`config.mk`:
```
export PLATFORM = sky130hd
export DESIGN_NAME = mem_access_unit
export DESIGN_NICKNAME = d
export VERILOG_FILES = /design/src/rtl/mem_access_unit.sv
export SDC_FILE = /design/constraint.sdc
export NUM_CORES = 1
export LEC_CHECK = 0
export CORE_ASPECT_RATIO = 1.1
export CORE_UTILIZATION = 36
export DETAILED_ROUTE_END_ITERATION = 7
export DONT_BUFFER_PORTS = 1
export HOLD_SLACK_MARGIN = 0.1
export REMOVE_ABC_BUFFERS = 1
export SLEW_MARGIN = 30
export SYNTH_ARGS = -nofsm -noshare
export SYNTH_HDL_FRONTEND = slang
export SYNTH_SLANG_ARGS = --single-unit
```
`constraint.sdc`:
```
create_clock -name CLK -period 5.1 [get_ports CLK]
set_clock_uncertainty 0.1 [all_clocks]
set_input_delay 0.255 -clock CLK [delete_from_list [all_inputs] [get_ports CLK]]
set_output_delay 0.255 -clock CLK [all_outputs]
set_load 0.01 [all_outputs]
```
`src/rtl/mem_access_unit.sv`:
```
// Load/store unit between the pipeline and a req/ack data memory.
// Handles lane selection, alignment checking, load extension and an ack timeout.
module mem_access_unit #(
  parameter int TIMEOUT = 255
) (
  input  logic        CLK,
  input  logic        RESETn,
  input  logic        req_valid,
  output logic        req_ready,
  input  logic        MemW,
  input  logic        MemtoReg,
  input  logic [1:0]  Load_size,
  input  logic        Unsigned,
  input  logic [31:0] Addr,
  input  logic [31:0] WriteData,
  input  logic [4:0]  Rd,
  output logic        mem_req,
  output logic        mem_we,
  output logic [31:0] mem_addr,
  output logic [31:0] mem_wdata,
  output logic [3:0]  mem_be,
  input  logic        mem_ack,
  input  logic [31:0] mem_rdata,
  output logic        res_valid,
  output logic [4:0]  Rd_out,
  output logic [31:0] ReadData,
  output logic        misalign,
  output logic        bus_err,
  output logic        busy
);

  typedef enum logic [1:0] {IDLE, ACCESS, RESP} state_t;

  localparam logic [7:0] TIMEOUT_LAST = 8'(TIMEOUT - 1);

  state_t      state_q, state_d;
  logic [7:0]  cnt_q, cnt_d;
  logic        mem_req_q, mem_req_d;
  logic        mem_we_q, mem_we_d;
  logic [31:0] mem_addr_q, mem_addr_d;
  logic [31:0] mem_wdata_q, mem_wdata_d;
  logic [3:0]  mem_be_q, mem_be_d;
  logic        res_valid_q, res_valid_d;
  logic [4:0]  rd_out_q, rd_out_d;
  logic [31:0] read_data_q, read_data_d;
  logic        misalign_q, misalign_d;
  logic        bus_err_q, bus_err_d;
  logic [1:0]  size_q, size_d;
  logic        unsigned_q, unsigned_d;
  logic [4:0]  rd_q, rd_d;
  logic [1:0]  addr_lo_q, addr_lo_d;

  logic        is_mem_op;
  logic        misaligned;
  logic [3:0]  be_acc;
  logic [31:0] wdata_acc;
  logic [7:0]  byte_lane;
  logic [15:0] half_lane;
  logic [31:0] load_ext;

  // Request decode: byte enables and lane-replicated store data for the incoming op.
  always_comb begin
    is_mem_op  = MemW || MemtoReg;
    misaligned = ((Load_size == 2'd0) && (Addr[1:0] != 2'b00)) ||
                 ((Load_size == 2'd1) && Addr[0]) ||
                 (Load_size == 2'd3);
    case (Load_size)
      2'd0: begin
        be_acc    = 4'b1111;
        wdata_acc = WriteData;
      end
      2'd1: begin
        be_acc    = 4'b0011 << {Addr[1], 1'b0};
        wdata_acc = {2{WriteData[15:0]}};
      end
      default: begin
        be_acc    = 4'b0001 << Addr[1:0];
        wdata_acc = {4{WriteData[7:0]}};
      end
    endcase
  end

  // Load data: pick the addressed lane from the ack beat and extend it.
  always_comb begin
    byte_lane = mem_rdata[{addr_lo_q, 3'b000} +: 8];
    half_lane = addr_lo_q[1] ? mem_rdata[31:16] : mem_rdata[15:0];
    case (size_q)
      2'd0:    load_ext = mem_rdata;
      2'd1:    load_ext = {{16{~unsigned_q & half_lane[15]}}, half_lane};
      default: load_ext = {{24{~unsigned_q & byte_lane[7]}}, byte_lane};
    endcase
  end

  always_comb begin
    state_d     = state_q;
    cnt_d       = cnt_q;
    mem_req_d   = mem_req_q;
    mem_we_d    = mem_we_q;
    mem_addr_d  = mem_addr_q;
    mem_wdata_d = mem_wdata_q;
    mem_be_d    = mem_be_q;
    res_valid_d = 1'b0;
    rd_out_d    = rd_out_q;
    read_data_d = read_data_q;
    misalign_d  = 1'b0;
    bus_err_d   = 1'b0;
    size_d      = size_q;
    unsigned_d  = unsigned_q;
    rd_d        = rd_q;
    addr_lo_d   = addr_lo_q;

    case (state_q)
      IDLE: begin
        if (req_valid) begin
          size_d     = Load_size;
          unsigned_d = Unsigned;
          rd_d       = Rd;
          addr_lo_d  = Addr[1:0];
          if (is_mem_op) begin
            if (misaligned) begin
              misalign_d = 1'b1;
            end else begin
              state_d     = ACCESS;
              cnt_d       = 8'd0;
              mem_req_d   = 1'b1;
              mem_we_d    = MemW;
              mem_addr_d  = {Addr[31:2], 2'b00};
              mem_be_d    = be_acc;
              mem_wdata_d = wdata_acc;
            end
          end
        end
      end
      ACCESS: begin
        // Ack is checked first so a last-cycle ack still completes normally.
        if (mem_ack) begin
          mem_req_d = 1'b0;
          if (mem_we_q) begin
            state_d = IDLE;
          end else begin
            state_d     = RESP;
            res_valid_d = 1'b1;
            read_data_d = load_ext;
            rd_out_d    = rd_q;
          end
        end else if (cnt_q == TIMEOUT_LAST) begin
          mem_req_d = 1'b0;
          bus_err_d = 1'b1;
          state_d   = IDLE;
        end else begin
          cnt_d = cnt_q + 8'd1;
        end
      end
      RESP: begin
        state_d = IDLE;
      end
      default: begin
        state_d = IDLE;
      end
    endcase
  end

  always_ff @(posedge CLK or negedge RESETn) begin
    if (!RESETn) begin
      state_q     <= IDLE;
      cnt_q       <= 8'd0;
      mem_req_q   <= 1'b0;
      mem_we_q    <= 1'b0;
      mem_addr_q  <= 32'd0;
      mem_wdata_q <= 32'd0;
      mem_be_q    <= 4'd0;
      res_valid_q <= 1'b0;
      rd_out_q    <= 5'd0;
      read_data_q <= 32'd0;
      misalign_q  <= 1'b0;
      bus_err_q   <= 1'b0;
      size_q      <= 2'd0;
      unsigned_q  <= 1'b0;
      rd_q        <= 5'd0;
      addr_lo_q   <= 2'd0;
    end else begin
      state_q     <= state_d;
      cnt_q       <= cnt_d;
      mem_req_q   <= mem_req_d;
      mem_we_q    <= mem_we_d;
      mem_addr_q  <= mem_addr_d;
      mem_wdata_q <= mem_wdata_d;
      mem_be_q    <= mem_be_d;
      res_valid_q <= res_valid_d;
      rd_out_q    <= rd_out_d;
      read_data_q <= read_data_d;
      misalign_q  <= misalign_d;
      bus_err_q   <= bus_err_d;
      size_q      <= size_d;
      unsigned_q  <= unsigned_d;
      rd_q        <= rd_d;
      addr_lo_q   <= addr_lo_d;
    end
  end

  assign req_ready = (state_q == IDLE);
  assign busy      = (state_q != IDLE);
  assign mem_req   = mem_req_q;
  assign mem_we    = mem_we_q;
  assign mem_addr  = mem_addr_q;
  assign mem_wdata = mem_wdata_q;
  assign mem_be    = mem_be_q;
  assign res_valid = res_valid_q;
  assign Rd_out    = rd_out_q;
  assign ReadData  = read_data_q;
  assign misalign  = misalign_q;
  assign bus_err   = bus_err_q;

endmodule

```
==> flow_summary.ini, run 1 <==
[floorplan]
placement_rows = 49
initial_core_util_pct = 36.6
fp.dieArea_um2 = 17100
ioPinCount = 222
die_h_um = 137
die_width_um = 125
core_um2 = 16300

[synth]
synthArstFlopShare_pct = 100
synth-adder-area-share_pct = 0.419
synth.distinct_cells = 48
synth_xor_area_share_pct = 0
synth_top_family_by_area = multiplexers
most_frequent_cells_after_synthesis = 128 x sky130_fd_sc_hd__dfrtp_1, 38 x sky130_fd_sc_hd__mux2_4, 32 x sky130_fd_sc_hd__nand2_1
post_synth.cell_area_avg_um2 = 12.6
synth_ff_type = sky130_fd_sc_hd__dfrtp_1
synth-seq-cells = 128
yosys.area_share.simple_pct = 8.21
netlist_top_cells_area = sky130_fd_sc_hd__dfrtp_1 54%, sky130_fd_sc_hd__mux2_4 9.5%, sky130_fd_sc_hd__mux2_2 5.5%, sky130_fd_sc_hd__mux2_1 4.3%, sky130_fd_sc_hd__o22a_1 3.5%
synth_edf_count = 0
synthMuxAreaShare_pct = 22.2
cell_type_contributing_the_most_total_cell_area_after_synthesis = sky130_fd_sc_hd__dfrtp_1
synth_compound_area_share_pct = 11.7
yosysTopAreaCellShare_pct = 53.6
synth.most_common_cell = sky130_fd_sc_hd__dfrtp_1
synthCells = 476
synth_sequential_area_ratio_pct = 53.6
synth-warning-count = 0
syn-cell-area_um2 = 5970

[place]
dp_hpwl_mm = 9.40
finalWeightedCongestion = 0.769
place.port_buffers = 0

[worst_hold_path]
type_of_the_worst_min_delay_path = input pin to flip-flop

[sta]
max-slew-margin-rel_pct = 39.2
grt_setup_unrepaired = false
maxClockFrequency_ghz = 0.306
post-route-min-period_ns = 3.27
share_of_the_clock_period_used_by_the_worst_path_after_layout_pct = 64.0
setup_viol = 0
tns_ns = 0
final-hold-violation-count = 0
slew_viol_final = 0
timing_worst_slew_pin_value_ns = 0.908

[finish]
drive_gt1_share_pct = 19.0
area_of_combinational_cells_with_multiple_inputs_um2 = 2560
fillerInstances = 1413
finish.net_count = 694
area_growth_syn_to_layout_pct = 30.5
final_core_utilization_pct = 47.8
seqCellArea_um2 = 3200

[critical_path]
cp.buffers_inverters = 1
start_kind = flip-flop
critical_path.endpoint_type = flip-flop
worst_setup_path_endpoint = mem_wdata[24]
critical_path_cell_count = 5
r2r_slack_ns = 1.83
crit_path_cell_trace = nor3b_2, o21ai_2, nor2_4, buf_4, mux2_2
path_max_fanout = 56
rr_endpoint = mem_wdata[24]
cp_data_arrival_time_ns = 3.46
critical_path.reg2reg.startpoint = state_q[1]
worst_reg2reg_path_depth = 5
worstSetupPathType = flip-flop to flip-flop
cp_launch_point = state_q[1]
required_ns = 5.30
critical_path.max_stage_delay_ns = 0.77
timing.critical_path.slowest_stage_cell = sky130_fd_sc_hd__nor3b_2
cpLargestDelayFamily = simple AND/OR/NAND/NOR gates

[power_and_ir_drop]
seqPwrFrac_pct = 48.4
p_int_uw = 2590
cellPowerDensity_nw_per_um2 = 487
clock_share_of_power_pct = 31.9
totalPowerFinal_uw = 3800
swShare_pct = 31.9
netSwitchingPower_uw = 1210
p_comb_share_pct = 19.7
cellLeakagePower_uw = 0.00335
vdd.ir_drop.worst_mv = 0.241

[global_route]
track_usage_pct = 18.6
grt_pass1_vias = 4589
globalRoute.totalOverflow = 0
grt_max_degree = 129
antenna_found_initial = 1
grt_first_pass_wirelength_mm = 24.4

[clock_tree]
clockRootBuffer = sky130_fd_sc_hd__clkbuf_16
clock_transition_time_at_the_flip_flop_clock_pins_of_the_worst_setup_and_hold_paths_ns = 0.06
clk_lat_worst_skew_ns = 0.41
cts_hold_buf = 111
tritoncts = built
cts_max_path_buffers = 2
cts.sink_count = 128
postCtsSetupRepairBufs = 0
htreeDepth = 4
cts-resized-gates = 0
tritoncts.num_buffers = 17

[route]
drt_drc_violations_left = 32
drt_first_pass_iters = 8
detailedRoute.firstIterationViolations = 207
routed_wire_length_per_instance_um = 19.0
detailroute.via_count = 4200
route.detailed.vias_per_inst = 5.25
detail_route.wirelength_mm = 15.2
drt.antenna.violating_nets = 0

[status]
violations = design-rule violations
run_status = finished with violations

[flow_run]
drv.max_cap_violation_count = 0
[layout by cell type, fill, tap and decap left out, types with 15 or more instances in the layout]
master,instances
sky130_fd_sc_hd__mux2i_1,17
sky130_fd_sc_hd__and2_1,19
sky130_fd_sc_hd__o22a_1,24
sky130_fd_sc_hd__a21oi_1,19
sky130_fd_sc_hd__o21ai_0,23
sky130_fd_sc_hd__mux2_2,29
sky130_fd_sc_hd__clkbuf_16,17
sky130_fd_sc_hd__nand2_1,32
sky130_fd_sc_hd__dlygate4sd3_1,109
sky130_fd_sc_hd__inv_1,15
sky130_fd_sc_hd__nor2_1,19
sky130_fd_sc_hd__mux2_4,38
sky130_fd_sc_hd__mux2_1,23
sky130_fd_sc_hd__dfrtp_1,128
[worst min-delay path by stage]
stage,endpoint,depth (start not counted),slack [ns],from
after floorplan,Rd_out[0],0,-0.14,RESETn
after global placement,ReadData[0],0,-0.14,RESETn
after detailed placement,ReadData[0],0,-0.14,RESETn
after CTS,mem_wdata[26],3,0.10,Load_size[0]
after global routing,misalign,2,0.13,Addr[0]
final,mem_wdata[29],3,0.12,WriteData[13]
[area by class of cell]
cell class,instances,share of cell area [%]
tap,204,3.27
clock buffer,20,5.86
clock inverter,12,1.70
antenna,1,0.0321
multi-input combinational,308,32.8
sequential,128,41.1
timing repair buffer,112,14.5
inverter,15,0.722
[per-stage QoR]
stage / hold WS (ns) / setup WS [ns] / cells / instance area (um2)
2_1_floorplan: -0.141 / 1.90 / 451 / 5810
3_3_place_gp: -0.137 / 1.91 / 656 / 6070
3_5_place_dp: -0.138 / 1.80 / 656 / 6080
4_1_cts: 0.100 / 1.79 / 799 / 7790
5_1_grt: 0.131 / 1.58 / 800 / 7800
6_report: 0.115 / 1.83 / 800 / 7800
[power by group through the flow]
stage	clock network [uW]	registers [uW]	logic, uW
final	1210	1840	746
after global routing	1280	1890	826
after CTS	1240	1840	743
after detailed placement	0	1840	628
after global placement	0	1850	596
after floorplan	0	1740	542
[tightest hold or removal path: stages]
cell                      delay [ns]
sky130_fd_sc_hd__mux2i_1        0.04
sky130_fd_sc_hd__o21ai_0        0.16
sky130_fd_sc_hd__mux2_4         0.14
[routing by layer]
layer	vias to the layer above	GRT usage [%]	part of all wire, %
li1	1907	-	-
met1	2067	20.6	39
met2	207	31.7	49
met3	19	8.25	11
met4	0	6.64	1.5
met5	-	0	0
[sequential cells by signal, summed over array words and instances (netlist names), 2 cells and up]
| register | count |
|---|---|
| addr_lo_q | 2 |
| rd_q | 5 |
| Rd_out | 5 |
| cnt_q | 8 |
| state_q | 2 |
| size_q | 2 |
| mem_wdata | 32 |
| mem_addr | 30 |
| mem_be | 4 |
| ReadData | 32 |
[cell families (layout without fill, tap and decap cells)]
group                      Yosys count  after routing
DFF                                128            128
muxes                              107            107
AOI/OAI and AO/OA                  100            100
and+or+nand+nor                     97             97
buffers and inverters               41            159
adders and majority gates            2              2
other                                1              3
No activity file was read; power rests on OpenSTA's default activity.
==> inputs of run 2 (changes only) <==
==> constraint.sdc (replaced) <==
create_clock -name CLK -period 2.7 [get_ports CLK]
set_clock_uncertainty 0.1 [all_clocks]
set_input_delay 0.135 -clock CLK [delete_from_list [all_inputs] [get_ports CLK]]
set_output_delay 0.135 -clock CLK [all_outputs]
set_load 0.01 [all_outputs]
==> run 2 against run 1 <==
Against the previous run:
- flip-flop and latch count did not move
- highest routed layer is now met5
- non-clock buffer count rose by 10
- core utilization rose by 0.58 points
- register-to-register slack got worse by 1.6 ns
- worst setup slack got worse by 1.7 ns
- cell area rose by 1.2%
- critical path depth rose by 1
- hold slack got worse by 0.79 ns
- the run ends with design-rule violations, negative hold slack left
- first-iteration DRC count fell by 18%
==> flow_summary.ini, run 2 (synthesized netlist as in run 1, its figures left out) <==
[route]
routed_wire_length_per_instance_um = 18.6
drt_first_pass_iters = 8
detailedRoute.firstIterationViolations = 169
detail_route.wirelength_mm = 15.1
detailroute.via_count = 4275
drt.antenna.violating_nets = 0
drt_drc_violations_left = 64
route.detailed.vias_per_inst = 5.27

[critical_path]
cpLargestDelayFamily = buffers and inverters
path_max_fanout = 17
timing.critical_path.slowest_stage_cell = sky130_fd_sc_hd__dlygate4sd3_1
cp_data_arrival_time_ns = 2.71
worstSetupPathType = input pin to flip-flop
crit_path_cell_trace = dlygate4sd3_1, nand2b_1, a21oi_4, nor2_4, buf_4, mux2_2
cp.buffers_inverters = 2
rr_endpoint = ReadData[1]
critical_path.max_stage_delay_ns = 1.08
start_kind = input pin
critical_path.reg2reg.startpoint = addr_lo_q[1]
critical_path.endpoint_type = flip-flop
worst_reg2reg_path_depth = 6
required_ns = 2.89
r2r_slack_ns = 0.20

[place]
place.port_buffers = 0
dp_hpwl_mm = 9.58
preCtsSetupSlack_ns = 0.565
finalWeightedCongestion = 0.774

[global_route]
antenna_found_initial = 3
grt_max_degree = 129
globalRoute.totalOverflow = 0
grt_first_pass_wirelength_mm = 24.4
track_usage_pct = 18.5
grt_pass1_vias = 4539

[clock_tree]
cts.sink_count = 128
cts_hold_buf = 114
htreeDepth = 4
clock_transition_time_at_the_flip_flop_clock_pins_of_the_worst_setup_and_hold_paths_ns = 0.06
tritoncts.num_buffers = 17
cts-resized-gates = 0
cts_max_path_buffers = 2
clk_lat_worst_skew_ns = 0.41
postCtsSetupRepairBufs = 0
tritoncts = built
clockRootBuffer = sky130_fd_sc_hd__clkbuf_16

[power_and_ir_drop]
vdd.ir_drop.worst_mv = 0.471
cellLeakagePower_uw = 0.00340
cellPowerDensity_nw_per_um2 = 919

[sta]
finalWorstSetupSlack_ns = 0.178
finalHoldWorstSlack_ns = -0.677
share_of_the_clock_period_used_by_the_worst_path_after_layout_pct = 93.4
timing_worst_slew_pin_value_ns = 0.838
setup_viol = 0
final-hold-violation-count = 128
max-slew-margin-rel_pct = 44.0
post-route-min-period_ns = 2.52
grt_setup_unrepaired = false
slew_viol_final = 0
maxClockFrequency_ghz = 0.396
tns_ns = 0

[finish]
area_growth_syn_to_layout_pct = 32.1
fillerInstances = 1416
layout.cells.most_common = sky130_fd_sc_hd__dfrtp_1
drive_gt1_share_pct = 19.3
finish.net_count = 704
final_cell_mix = 128 x sky130_fd_sc_hd__dfrtp_1, 113 x sky130_fd_sc_hd__dlygate4sd3_1, 38 x sky130_fd_sc_hd__mux2_4

[status]
run_status = finished with violations
violations = design-rule violations, negative hold slack

[floorplan]
placement_rows = 49
core_um2 = 16300
fp.dieArea_um2 = 17100
die_h_um = 137
initial_core_util_pct = 36.6
die_width_um = 125
ioPinCount = 222

[worst_hold_path]
type_of_the_worst_min_delay_path = input pin to async pin

[flow_run]
drv.max_cap_violation_count = 0
## run 2: metrics by stage
step | total power [uW] | instances | cell area, um2 | utilization, %
floorplan | 4320 | 451 | 5810 | -
global placement | 4640 | 663 | 6140 | 37.6
detailed placement | 4690 | 663 | 6140 | 37.6
CTS | 7310 | 809 | 7890 | 48.4
global route | 7640 | 810 | 7890 | 48.4
finish | 7250 | 811 | 7890 | 48.4
## run 2: cell type report
type,instances,area (um2),share of cell area (%)
multi-input combinational,308,2550,32.3
clock buffer,18,429,5.44
timing repair buffer,122,1210,15.3
antenna,2,5.00,0.0634
inverter,15,56.3,0.713
tap,204,255,3.23
clock inverter,14,181,2.30
sequential,128,3200,40.6
## run 2: where the power goes
group | internal, uW | switching, uW | leakage (uW)
sequential | 2600 | 857 | 0.00154
combinational | 904 | 526 | 0.00157
clock | 1470 | 895 | 0.000289
## run 2: metal layers
| layer | wire length [um] | global-route usage [%] |
|---|---|---|
| met5 | 10 | 0 |
| met4 | 155 | 5.62 |
| met3 | 1690 | 8.64 |
| met2 | 7490 | 31.2 |
| met1 | 5770 | 21.0 |
## run 2: worst max path at each step
stage	depth (start not counted)	endpoint	slack (ns)	start
global placement	5	mem_wdata[23]	0.63	state_q[1]
CTS	6	mem_wdata[23]	0.03	Load_size[1]
finish	6	mem_wdata[23]	0.18	Load_size[0]
global route	6	ReadData[1]	0.03	addr_lo_q[1]
detailed placement	5	mem_wdata[19]	0.56	state_q[1]
floorplan	4	mem_wdata[19]	-0.50	state_q[1]
